**src/rtl/alu_input_sequencer.sv**
```systemverilog
// ALU input sequencer: collects operand A, operand B and an op code from
// switch data on successive load-button presses, drives them to an external
// ALU, then latches the ALU result for display.
//
// state   | meaning
// LOAD_A  | wait for press, capture operand A
// LOAD_B  | wait for press, capture operand B
// LOAD_OP | wait for press, capture op code and carry-in
// EXEC    | one cycle for the ALU to settle, latch its result at the close
// SHOW    | hold the latched result, press returns to LOAD_A
module alu_input_sequencer #(
  parameter int n = 4
) (
  input  logic         clk_i,
  input  logic         rst_i,
  input  logic [n-1:0] data_i,
  input  logic         flag_i,
  input  logic         load_btn_i,
  input  logic [n-1:0] alu_result_i,
  input  logic         alu_carry_i,
  input  logic         alu_cero_i,
  output logic [n-1:0] alu_a_o,
  output logic [n-1:0] alu_b_o,
  output logic [3:0]   alu_ctrl_o,
  output logic         alu_flag_in_o,
  output logic [n-1:0] result_o,
  output logic         carry_o,
  output logic         cero_o,
  output logic         valid_o,
  output logic [2:0]   state_o
);

  // The op code is taken from data_i[3:0], so narrower operands cannot work.
  if (n < 4) begin : g_n_check
    $error("alu_input_sequencer: parameter n must be at least 4");
  end

  typedef enum logic [2:0] {
    LOAD_A  = 3'd0,
    LOAD_B  = 3'd1,
    LOAD_OP = 3'd2,
    EXEC    = 3'd3,
    SHOW    = 3'd4
  } state_t;

  // Held as plain bits so that the unused codes 5-7 remain representable
  // and are steered back to LOAD_A by the default branch.
  logic [2:0] state;
  logic       btn_prev;
  logic       press;

  // Rising edge of the (already debounced) load button.
  assign press   = load_btn_i & ~btn_prev;
  assign state_o = state;

  // Sequencer FSM with registered ALU operands and latched result.
  always_ff @(posedge clk_i or posedge rst_i) begin
    if (rst_i) begin
      state         <= LOAD_A;
      btn_prev      <= 1'b0;
      alu_a_o       <= '0;
      alu_b_o       <= '0;
      alu_ctrl_o    <= '0;
      alu_flag_in_o <= 1'b0;
      result_o      <= '0;
      carry_o       <= 1'b0;
      cero_o        <= 1'b0;
      valid_o       <= 1'b0;
    end else begin
      // The edge detector tracks the button in every state, so a press
      // that lands in EXEC is consumed rather than deferred.
      btn_prev <= load_btn_i;
      valid_o  <= 1'b0;
      case (state)
        LOAD_A: begin
          if (press) begin
            alu_a_o <= data_i;
            state   <= LOAD_B;
          end
        end
        LOAD_B: begin
          if (press) begin
            alu_b_o <= data_i;
            state   <= LOAD_OP;
          end
        end
        LOAD_OP: begin
          if (press) begin
            alu_ctrl_o    <= data_i[3:0];
            alu_flag_in_o <= flag_i;
            state         <= EXEC;
          end
        end
        EXEC: begin
          result_o <= alu_result_i;
          carry_o  <= alu_carry_i;
          cero_o   <= alu_cero_i;
          valid_o  <= 1'b1;
          state    <= SHOW;
        end
        SHOW: begin
          if (press) begin
            state <= LOAD_A;
          end
        end
        default: begin
          state <= LOAD_A;
        end
      endcase
    end
  end

endmodule

```
**config.mk**
```make
export PLATFORM = sky130hd
export DESIGN_NAME = alu_input_sequencer
export DESIGN_NICKNAME = d
export VERILOG_FILES = /design/src/rtl/alu_input_sequencer.sv
export SDC_FILE = /design/constraint.sdc
export NUM_CORES = 1
export LEC_CHECK = 0
export ABC_AREA = 0
export ABC_CLOCK_PERIOD_IN_PS = 1800
export CAP_MARGIN = 0
export CORE_ASPECT_RATIO = 0.8
export CORE_MARGIN = 2
export CORE_UTILIZATION = 41
export DETAILED_ROUTE_END_ITERATION = 16
export PLACE_DENSITY = 0.86
export SLEW_MARGIN = 20
export SYNTH_ARGS = -nofsm -noshare
export SYNTH_HDL_FRONTEND = slang
export SYNTH_SLANG_ARGS = --single-unit
export TNS_END_PERCENT = 10
```
**constraint.sdc**
```tcl
create_clock -name clk_i -period 1.8 [get_ports clk_i]
set_input_delay 0.36 -clock clk_i [delete_from_list [all_inputs] [get_ports clk_i]]
set_output_delay 0.36 -clock clk_i [all_outputs]
set_load 0.05 [all_outputs]
```
# --- Word level (Yosys, flattened, before mapping) ---
# Index checks and enable logic that the tools add are counted.
classes:
  n_eq_ne: 8
  bitwise: 2
  n_mux: 6
  n_reduce_logical: 5
op_table:
  columns: ["op", "n"]
  rows:
  - ["$pmux W3 S5", 1]
  - ["$mux W3", 4]
  - ["$ne A2 B2 Y1 const B", 4]
  - ["$eq A3 B2 Y1 const B", 2]
  - ["$reduce_and A2 Y1", 3]
  - ["$reduce_and A4 Y1", 1]
  - ["$eq A3 B1 Y1 const B", 1]
  - ["$eq A3 B3 Y1 const B", 1]
  - ["$logic_not A3 Y1", 1]
  - ["$and A1 B1 Y1", 1]
  - ["$mux W1", 1]
  - ["$not A1 Y1", 1]
totals:
  output_inout_bits: 23
  regBits: 24

# --- Longest topological paths before layout ---
depth:
  word_depth: 4
  depth_mapped: 4

# --- Worst setup path before layout ---
# Ideal clock, no wire load.
synth_timing:
  path_kind: "register to register"
  start: "register state[1], in the netlist state_o[1]"
  end: "register alu_b_o[0]"
  path_stages_with_launch: 5
  period_less_slack_ps: 1687
  path_buffers: 1
  arrival_time_ps: 1562
  slack_ps: 113
  cell_sequence: "dfrtp_1 nand2b_1 or3_1 buf_2 mux2_4"
synth_via:
  elab_chain_len: 2
synth_lines:
  columns: ["item", "line", "rtl"]
  rows:
  - ["from (decl)", "48", "logic [2:0] state;"]
  - ["from (signal assigned)", "59", "state <= LOAD_A;"]
  - ["from (signal assigned)", "78", "state <= LOAD_B;"]
  - ["from (signal assigned)", "84", "state <= LOAD_OP;"]
  - ["$eq A3 B1 Y1", "74", "case (state)"]
  - ["$reduce_and A2 Y1 (no source line)", null, null]
  - ["to (signal assigned)", "83", "alu_b_o <= data_i;"]
  - ["to (decl)", "23", "output logic [n-1:0] alu_b_o,"]
# Every way passes these cells.
# A chain may end at the register's enable or synchronous reset.

# --- Worst setup path after layout ---
layout_timing:
  start: "input port load_btn_i"
  end: "register alu_flag_in_o"
layout_via:
  elab_chain_len: 2
layout_lines:
  columns: ["item", "line", "rtl"]
  rows:
  - ["from (decl)", "18", "input logic load_btn_i,"]
  - ["$and A1 B1 Y1", "53", "assign press = load_btn_i & ~btn_prev;"]
  - ["$reduce_and A2 Y1 (no source line)", null, null]
  - ["to (signal assigned)", "90", "alu_flag_in_o <= flag_i;"]
  - ["to (decl)", "25", "output logic alu_flag_in_o,"]
# Every way passes these cells.

==> flow_summary.yaml <==
layout:
  num-fill-cells: 180
  final_area_um2: 1290
  layout.nets: 115
  drive_gt1_frac: 0.475
  final_cell_mix: "dfrtp_1, buf_4, mux2_2"
  final_common_cell: "dfrtp_1"
  area_growth_pct: 38.6
  num_antenna_cells: 0
worst_setup_path:
  path_max_fanout: 5
  crit_chain: "clkdlybuf4s50_1 > nor3b_1 > nand3b_1 > mux2_2"
  worst-path-buf-inv: 1
  setup.worst_path.end_class: "flop"
  startpoint_type: "input pin"
  required_ps: 2000
  slowest_stage: "clkdlybuf4s50_1"
  cp.arrival_ps: 1800
  max_stage_delay_ps: 530
  setup.worst_path.class: "input pin to flop"
  cp_top_family: "simple AND/OR/NAND/NOR gates"
sta:
  final-setup-viol-count: 0
  fin_ws_ps: 203
  slew_viol_final: 0
  clock_skew_ps: 3.55
  finalCriticalPeriod_ps: 1600
  hold_viol_final: 0
  rsz0062_at_grt: "false"
  max_freq_ghz: 0.626
  worst_pin_slew_ps: 492
  hold-worst-slack_ps: 382
  relSlewSlack: 0.673
  min_period_over_period: 0.887
clocking:
  clock-sinks: 24
  cts_max_level: 1
  cts_resized: 1
  clk_latency_ps: 300
  cts_max_path_buffers: 2
  cts_tree: "done"
  post_cts_buffers: 0
  cts_root_buf: "clkbuf_4"
  cts_buffers: 3
  cts.clk_slew.worst_paths_ps: 120
  ctsHoldBuffers: 0
floorplanning:
  start_util: 0.432
  die_h_um: 46.7
  top_level_ports: 37
  die-area_um2: 2680
  row_count: 15
  core_um2: 2160
  die_width_um: 57.3
global_routing:
  grt_first_pass_wirelength_um: 2700
  overflow: 0
  grt.total_usage: 0.140
  grt_pass1_vias: 559
  grt_max_degree: 25
  antenna_found_initial: 0
job:
  maxCapViolations: 0
placement:
  dpl_worst_slack_ps: -140
  port_buffers: 36
  dp_hpwl_um: 1250
  gp_congestion: 0.685
  postPlaceCellArea_um2: 1270
yosys:
  netlist_instances: 60
  synth_warnings: 0
  synth_fp_nets: 74
  synth_xor_area_frac: 0
  synth-compound-area-share: 0.00536
  syn_avg_cell_area_um2: 15.6
  synth_top_family_by_area: "multiplexers"
  synthAdderAreaFrac: 0
  syn_area_um2: 933
  synth-seq-cells: 24
  ys_types: 14
  synth.area.mux_share: 0.257
  synth_simple_gate_area_frac: 0.0804
  ys_seq_area_frac: 0.643
detailed_routing:
  first_pass_iters: 3
  num_vias: 594
  dr.first_iter.drc_count: 3
  drt_wl_total_um: 1640
  postRouteAntennaNets: 0
  via_per_inst: 4.79
  drc: 0
  wl_per_cell_um: 13.2
min_path:
  hp-class: "input pin to async pin"
run_status:
  outcome: "completed"
## layout make-up
cell class                 count  area, µm²  area share
sequential                    24        601       0.464
timing repair buffer          37        312       0.241
inverter                       2       7.51     0.00580
tap                           25       31.3      0.0242
clock buffer                   3       22.5      0.0174
multi-input combinational     33        320       0.248
## registers in the layout (all words and copies together) (netlist names)
name	count
alu_b_o	4
valid_o	1
result_o	4
state_o	3
alu_ctrl_o	4
alu_flag_in_o	1
cero_o	1
btn_prev	1
carry_o	1
alu_a_o	4
## synth_stat cells (all sizes together)
| cell | instances | area share |
|---|---|---|
| nand2b | 3 | 0.028 |
| nor2 | 2 | 0.0080 |
| nor3b | 1 | 0.0080 |
| dfrtp | 24 | 0.64 |
| buf | 1 | 0.0054 |
| nand3 | 1 | 0.0054 |
| o21ai | 1 | 0.0054 |
| nand3b | 2 | 0.016 |
| nand2 | 2 | 0.0080 |
| inv | 2 | 0.0080 |
| or3 | 1 | 0.0067 |
| mux2 | 20 | 0.26 |
## worst register-to-register path, cell delays in order (launching register included)
cell	delay [ps]
dfrtp_1	460
nand2b_1	190
or3_1	450
mux2_4	340
## stage by stage
| step | setup TNS [ps] | util | std cells |
|---|---|---|---|
| 6_report | 0 | 0.599 | 124 |
| 5_1_grt | 0 | 0.599 | 124 |
| 4_1_cts | 0 | 0.599 | 124 |
| 3_5_place_dp | -1210 | 0.590 | 121 |
| 3_3_place_gp | -798 | 0.590 | 121 |
| 2_1_floorplan | 0 | - | 60 |
## metal layers
metal / GRT usage / wire length (µm)
met5: 0 / 0
met2: 0.220 / 792
met3: 0.0506 / 77
met1: 0.177 / 748
met4: 0.0558 / 18
## final timing paths
check / start / to / slack (ps) / cells past startpoint
min in group clk_i: alu_a_o[2] / alu_a_o[2] / 520 / 1
max: load_btn_i / alu_flag_in_o / 200 / 4
min: rst_i / cero_o / 380 / 3
min reg2reg: alu_a_o[2] / alu_a_o[2] / 520 / 1
max reg2reg: state_o[1] / alu_b_o[1] / 260 / 3
max in group asynchronous: rst_i / alu_flag_in_o / 1190 / 3
## cells by family (layout without fill, tap and decap cells)
group                  after synthesis  count (layout)
AOI/OAI and AO/OA                    1               1
buffers and inverters                3              42
DFF                                 24              24
muxes                               20              20
and+or+nand+nor                     12              12
Power is left out: the tool's default activity adds up to more than one toggle a clock period on the data nets, which glitch-free logic cannot reach.
